===== src/rtl/mem_access_stage.sv =====
// Memory stage of the RV64 pipeline: turns the EX/MEM memory op into a data-bus
// request, stalls upstream while it is outstanding, and aligns/extends load data.
module mem_access_stage #(
    parameter int ADDR_W = 64,
    parameter int DATA_W = 64
) (
    input  logic                clk,
    input  logic                reset,
    input  logic                op_valid,
    input  logic                op_load,
    input  logic                op_store,
    input  logic [2:0]          op_funct3,
    input  logic [ADDR_W-1:0]   op_addr,
    input  logic [DATA_W-1:0]   op_wdata,
    input  logic                hold_in,
    output logic                dreq_valid,
    output logic [ADDR_W-1:0]   dreq_addr,
    output logic [2:0]          dreq_size,
    output logic [DATA_W/8-1:0] dreq_strobe,
    output logic [DATA_W-1:0]   dreq_data,
    input  logic                dresp_data_ok,
    input  logic [DATA_W-1:0]   dresp_rdata,
    output logic                mem_stall,
    output logic [DATA_W-1:0]   wb_data,
    output logic                misalign
);

    localparam int STRB_W = DATA_W / 8;

    typedef enum logic [1:0] {
        IDLE = 2'd0,
        WAIT = 2'd1,
        DONE = 2'd2
    } state_t;

    state_t              state_reg, state_next;
    logic [DATA_W-1:0]   resp_reg, resp_next;

    logic                mem_op;
    logic [1:0]          access_size;
    logic [2:0]          lane_off;
    logic [5:0]          lane_shift;
    logic                misaligned;
    logic                issue_idle;
    logic                req_active;
    logic [STRB_W-1:0]   size_mask;
    logic [DATA_W-1:0]   lane_data;
    logic [DATA_W-1:0]   load_value;

    assign mem_op      = op_valid & (op_load | op_store);
    assign access_size = op_funct3[1:0];
    assign lane_off    = op_addr[2:0];
    assign lane_shift  = {lane_off, 3'b000};

    always_comb begin
        misaligned = 1'b0;
        case (access_size)
            2'd1:    misaligned = op_addr[0];
            2'd2:    misaligned = |op_addr[1:0];
            2'd3:    misaligned = |op_addr[2:0];
            default: misaligned = 1'b0;
        endcase
    end

    // One enable per byte covered by the access, before shifting to the lane.
    generate
        for (genvar gi = 0; gi < STRB_W; gi++) begin : g_size_mask
            assign size_mask[gi] = ((32'(gi) >> access_size) == 32'd0);
        end
    endgenerate

    assign issue_idle = (state_reg == IDLE) & mem_op & ~misaligned;
    assign req_active = ~reset & (issue_idle | (state_reg == WAIT));

    // Extraction uses the held op_addr offset; the buffer holds the raw doubleword.
    assign lane_data = resp_reg >> lane_shift;

    always_comb begin
        load_value = '0;
        case (op_funct3)
            3'd0:    load_value = {{(DATA_W-8){lane_data[7]}},   lane_data[7:0]};
            3'd1:    load_value = {{(DATA_W-16){lane_data[15]}}, lane_data[15:0]};
            3'd2:    load_value = {{(DATA_W-32){lane_data[31]}}, lane_data[31:0]};
            3'd3:    load_value = lane_data;
            3'd4:    load_value = {{(DATA_W-8){1'b0}},  lane_data[7:0]};
            3'd5:    load_value = {{(DATA_W-16){1'b0}}, lane_data[15:0]};
            3'd6:    load_value = {{(DATA_W-32){1'b0}}, lane_data[31:0]};
            default: load_value = '0;
        endcase
    end

    always_comb begin
        state_next = state_reg;
        resp_next  = resp_reg;
        case (state_reg)
            IDLE: begin
                if (issue_idle) begin
                    if (dresp_data_ok) begin
                        resp_next  = dresp_rdata;
                        state_next = DONE;
                    end else begin
                        state_next = WAIT;
                    end
                end
            end
            WAIT: begin
                if (dresp_data_ok) begin
                    resp_next  = dresp_rdata;
                    state_next = DONE;
                end
            end
            DONE: begin
                if (!hold_in) begin
                    state_next = IDLE;
                end
            end
            default: state_next = IDLE;
        endcase
    end

    always_ff @(posedge clk) begin
        if (reset) begin
            state_reg <= IDLE;
            resp_reg  <= '0;
        end else begin
            state_reg <= state_next;
            resp_reg  <= resp_next;
        end
    end

    // Outputs are combinational from state and the frozen EX/MEM inputs, forced low in reset.
    always_comb begin
        dreq_valid  = 1'b0;
        dreq_addr   = '0;
        dreq_size   = 3'd0;
        dreq_strobe = '0;
        dreq_data   = '0;
        mem_stall   = 1'b0;
        wb_data     = '0;
        misalign    = 1'b0;
        if (!reset) begin
            case (state_reg)
                IDLE: begin
                    if (!mem_op) begin
                        wb_data = DATA_W'(op_addr);
                    end else if (misaligned) begin
                        misalign = 1'b1;
                    end else begin
                        mem_stall = 1'b1;
                    end
                end
                WAIT: mem_stall = 1'b1;
                DONE: begin
                    if (op_load) begin
                        wb_data = load_value;
                    end
                end
                default: ;
            endcase
            if (req_active) begin
                dreq_valid = 1'b1;
                dreq_addr  = op_addr;
                dreq_size  = {1'b0, access_size};
                dreq_data  = op_wdata << lane_shift;
                if (op_store) begin
                    dreq_strobe = size_mask << lane_off;
                end
            end
        end
    end

endmodule


===== config.mk =====
export PLATFORM = sky130hd
export DESIGN_NAME = mem_access_stage
export DESIGN_NICKNAME = d
export VERILOG_FILES = /design/src/rtl/mem_access_stage.sv
export SDC_FILE = /design/constraint.sdc
export NUM_CORES = 1
export LEC_CHECK = 0
export ABC_AREA = 1
export BUFFER_PORTS_ARGS = -buffer_cell sky130_fd_sc_hd__buf_2
export CAP_MARGIN = 15
export CORE_AREA = 3 3 159 161
export DETAILED_ROUTE_END_ITERATION = 7
export DIE_AREA = 0 0 162 164
export PLACE_DENSITY = 0.67
export SLEW_MARGIN = 30
export SYNTH_ARGS = -nofsm -noshare
export SYNTH_HDL_FRONTEND = slang
export SYNTH_SLANG_ARGS = --single-unit

===== constraint.sdc =====
create_clock -name clk -period 1.4 [get_ports clk]
set_input_delay 0.21 -clock clk [delete_from_list [all_inputs] [get_ports clk]]
set_output_delay 0.21 -clock clk [all_outputs]
set_load 0.005 [all_outputs]

==> results.yml <==
status:
  status: "finished with violations"
  failed_checks: "negative setup slack"
setup_path:
  path_buf_inv: 4
  cp_max_fo: 8
  reg2regPathDepth: 13
  critPathLaunch: "state_reg[0]"
  crit_arrival_ns: 1.99
  reg2reg_to: "resp_reg[55]"
  endpoint: "dreq_data[37]"
  crit_cells: 10
  cpPeakStageDelay_ns: 0.37
  start_kind: "flip-flop"
  crit_chain: "nor2_4 > inv_2 > nor2_2 > nand2_2 > nand2_4 > nand2_8 > buf_12 > buf_8 > a221oi_4 > buf_2"
  critPathSlowestCell: "dfxtp_4"
  worstSetupPathType: "reg2out"
  r2r_slack_ns: -0.57
  cp_top_family: "buffers and inverters"
  cp.required_ns: 1.19
  r2r-start: "state_reg[0]"
  cp-end-kind: "primary output"
sta:
  hold_viol: 0
  drv_slew: 0
  tightestPinTransition_ns: 0.727
  grt_setup_unrepaired: "true"
  fin_crit_ns: 2.20
  maxSlewHeadroom_pct: 51.5
  fin_ws_ns: -0.802
  finalCritPeriodShare_pct: 157
  setup_violations: 270
  fin_skew_ns: 0.0102
  setup_tns_ns: -168.91
  max_freq_mhz: 454
finish:
  largest_register_ffs: 64
  drive_gt1_share_pct: 51.0
  fin_cells: 2402
  fin_area_um2: 15300
  nets: 2271
  syn2layout_area_growth_pct: 93.5
global_routing:
  grt_pass1_vias: 11100
  grt_max_degree: 54
  antenna_found_initial: 6
  globalRouteOverflowTotal: 0
  grtUsageTotal_pct: 29.9
  grt_pass1_wl_um: 63000
floorplan:
  rows: 57
  die_w_um: 162
  dieHeight_um: 164
  core-area_um2: 24100
  start_util_pct: 32.9
  dieArea_um2: 26600
  io_pins: 408
routing:
  drcViolationCount: 0
  first_pass_iters: 6
  drt.antenna.violating_nets: 0
  wire_per_inst_um: 19.4
  vias_per_cell: 5.36
  drt_iter0_drc: 1519
  vias: 12900
  wirelength_um: 46600
power:
  power.density_nw_per_um2: 632
  total_power_mw: 9.69
  power.leakage_nw: 7.57
  irDropWorstVdd_v: 0.000802
placed_design:
  place_ws_ns: -0.634
  place_area_um2: 12500
  place_congestion: 1.00
  port_buffers: 406
  placed_cells: 2310
  dp_hpwl_um: 33700
clock_network:
  ctsHtreeMaxLevel: 3
  cts_tree: "yes"
  clock_path_buffers: 2
  clk_pin_slew_ns: 0.06
  cts_buffers: 9
  cts_num_sinks: 66
  cts-root-buf: "clkbuf_16"
  hold_buffers: 0
  clock_latency_ns: 0.34
logic_synthesis:
  syn-num-nets: 1675
  ys_ff_latch: 66
  synth.cell_area_um2: 7920
  synthFlopType: "dfxtp_1"
  yosys-top-cells-area: "nand2_1, dfxtp_1, o21ai_0"
  yosysWarnings: 0
  synth_area_per_cell_um2: 5.38
  synth_common_cells: "nand2_1, nor2_1, o21ai_0, a21oi_1, inv_1"
  async_reset_ff_share_pct: 0
  synth_top_area_share_pct: 18.7
  synth_top_area_cell: "nand2_1"
  synth_cells: 1473
  yosysMostFrequentCell: "nand2_1"
  synth_edf_count: 0
  synth.yosys.seq_area_share_pct: 16.7
  synth_cell_types: 42
job:
  max_cap_viol_count: 0
hold_path:
  hold_class: "in2reg"
[power by group]
| part | internal [mW] | total (mW) | switching, mW |
|---|---|---|---|
| Sequential | 2.05 | 2.18 | 0.132 |
| Combinational | 2.37 | 5.16 | 2.79 |
| Clock | 1.41 | 2.35 | 0.945 |
[worst min path at each step]
stage	end	cells after the start	slack (ns)	startpoint
floorplan	state_reg[1]	2	0.37	hold_in
global placement	resp_reg[2]	3	0.47	dresp_rdata[2]
detailed placement	resp_reg[2]	3	0.47	dresp_rdata[2]
CTS	resp_reg[2]	3	0.12	dresp_rdata[2]
global route	resp_reg[2]	3	0.15	dresp_rdata[2]
finish	resp_reg[2]	3	0.10	dresp_rdata[2]
[repair_timing]
action                     in CTS  in global routing
setup buffers                  11                 30
gates cloned                   11                 23
pin swaps                      32                 46
gates resized for setup       121                232
setup endpoints to repair     269                270
[tightest hold or removal path, delay by kind of cell]
kind | cells | cell delay, ns
AOI/OAI and AO/OA | 1 | 0.06
buffers and inverters | 1 | 0.08
and+or+nand+nor | 1 | 0.07
[per-layer routing]
metal / GRT usage (%) / up-vias / part of all wire (%)
met3: 3.93 / 115 / 8.2
met4: 9.23 / 2 / 3.4
met2: 47.8 / 661 / 46
met1: 41.8 / 6033 / 42
met5: 0 / - / 0.028
li1: - / 6073 / -
[cell usage in the layout, fill, tap and decap left out, drive strengths merged, types with 5 or more instances in the layout]
cell type	n
o211ai	40
nand4	29
nor2	217
nand2	401
clkbuf	26
or2	15
buf	697
a211oi	12
dfxtp	66
o21ai	175
nor3	9
a22oi	5
a221oi	19
nand3	57
a21oi	139
inv	133
[cell type report]
class	count	area, µm²
Tap cell	324	405
Clock buffer	9	225
Antenna cell	4	10.0
Sequential cell	66	1350
Timing Repair Buffer	716	5640
Inverter	132	538
Multi-Input combinational cell	1144	7080
Clock inverter	7	83.8
Fill cell	2100	8780
[stage by stage]
step	util, %	hold WS (ns)
floorplan	-	0.372
global placement	51.9	0.468
global route	63.6	0.147
CTS	56.6	0.122
finish	63.6	0.105
detailed placement	51.9	0.475
[logic make-up (layout without fill, tap and decap cells)]
kind of cell | count (synthesis) | after routing | share of synthesized area (%)
flip-flops | 66 | 66 | 16.7
buffers and inverters | 265 | 864 | 15.2
multiplexers | 4 | 4 | 0.505
AND/OR/NAND/NOR | 729 | 731 | 37.6
other | 1 | 5 | 0.0473
AO/OA/AOI/OAI | 408 | 408 | 29.9
No activity file was read; power rests on OpenSTA's default activity.
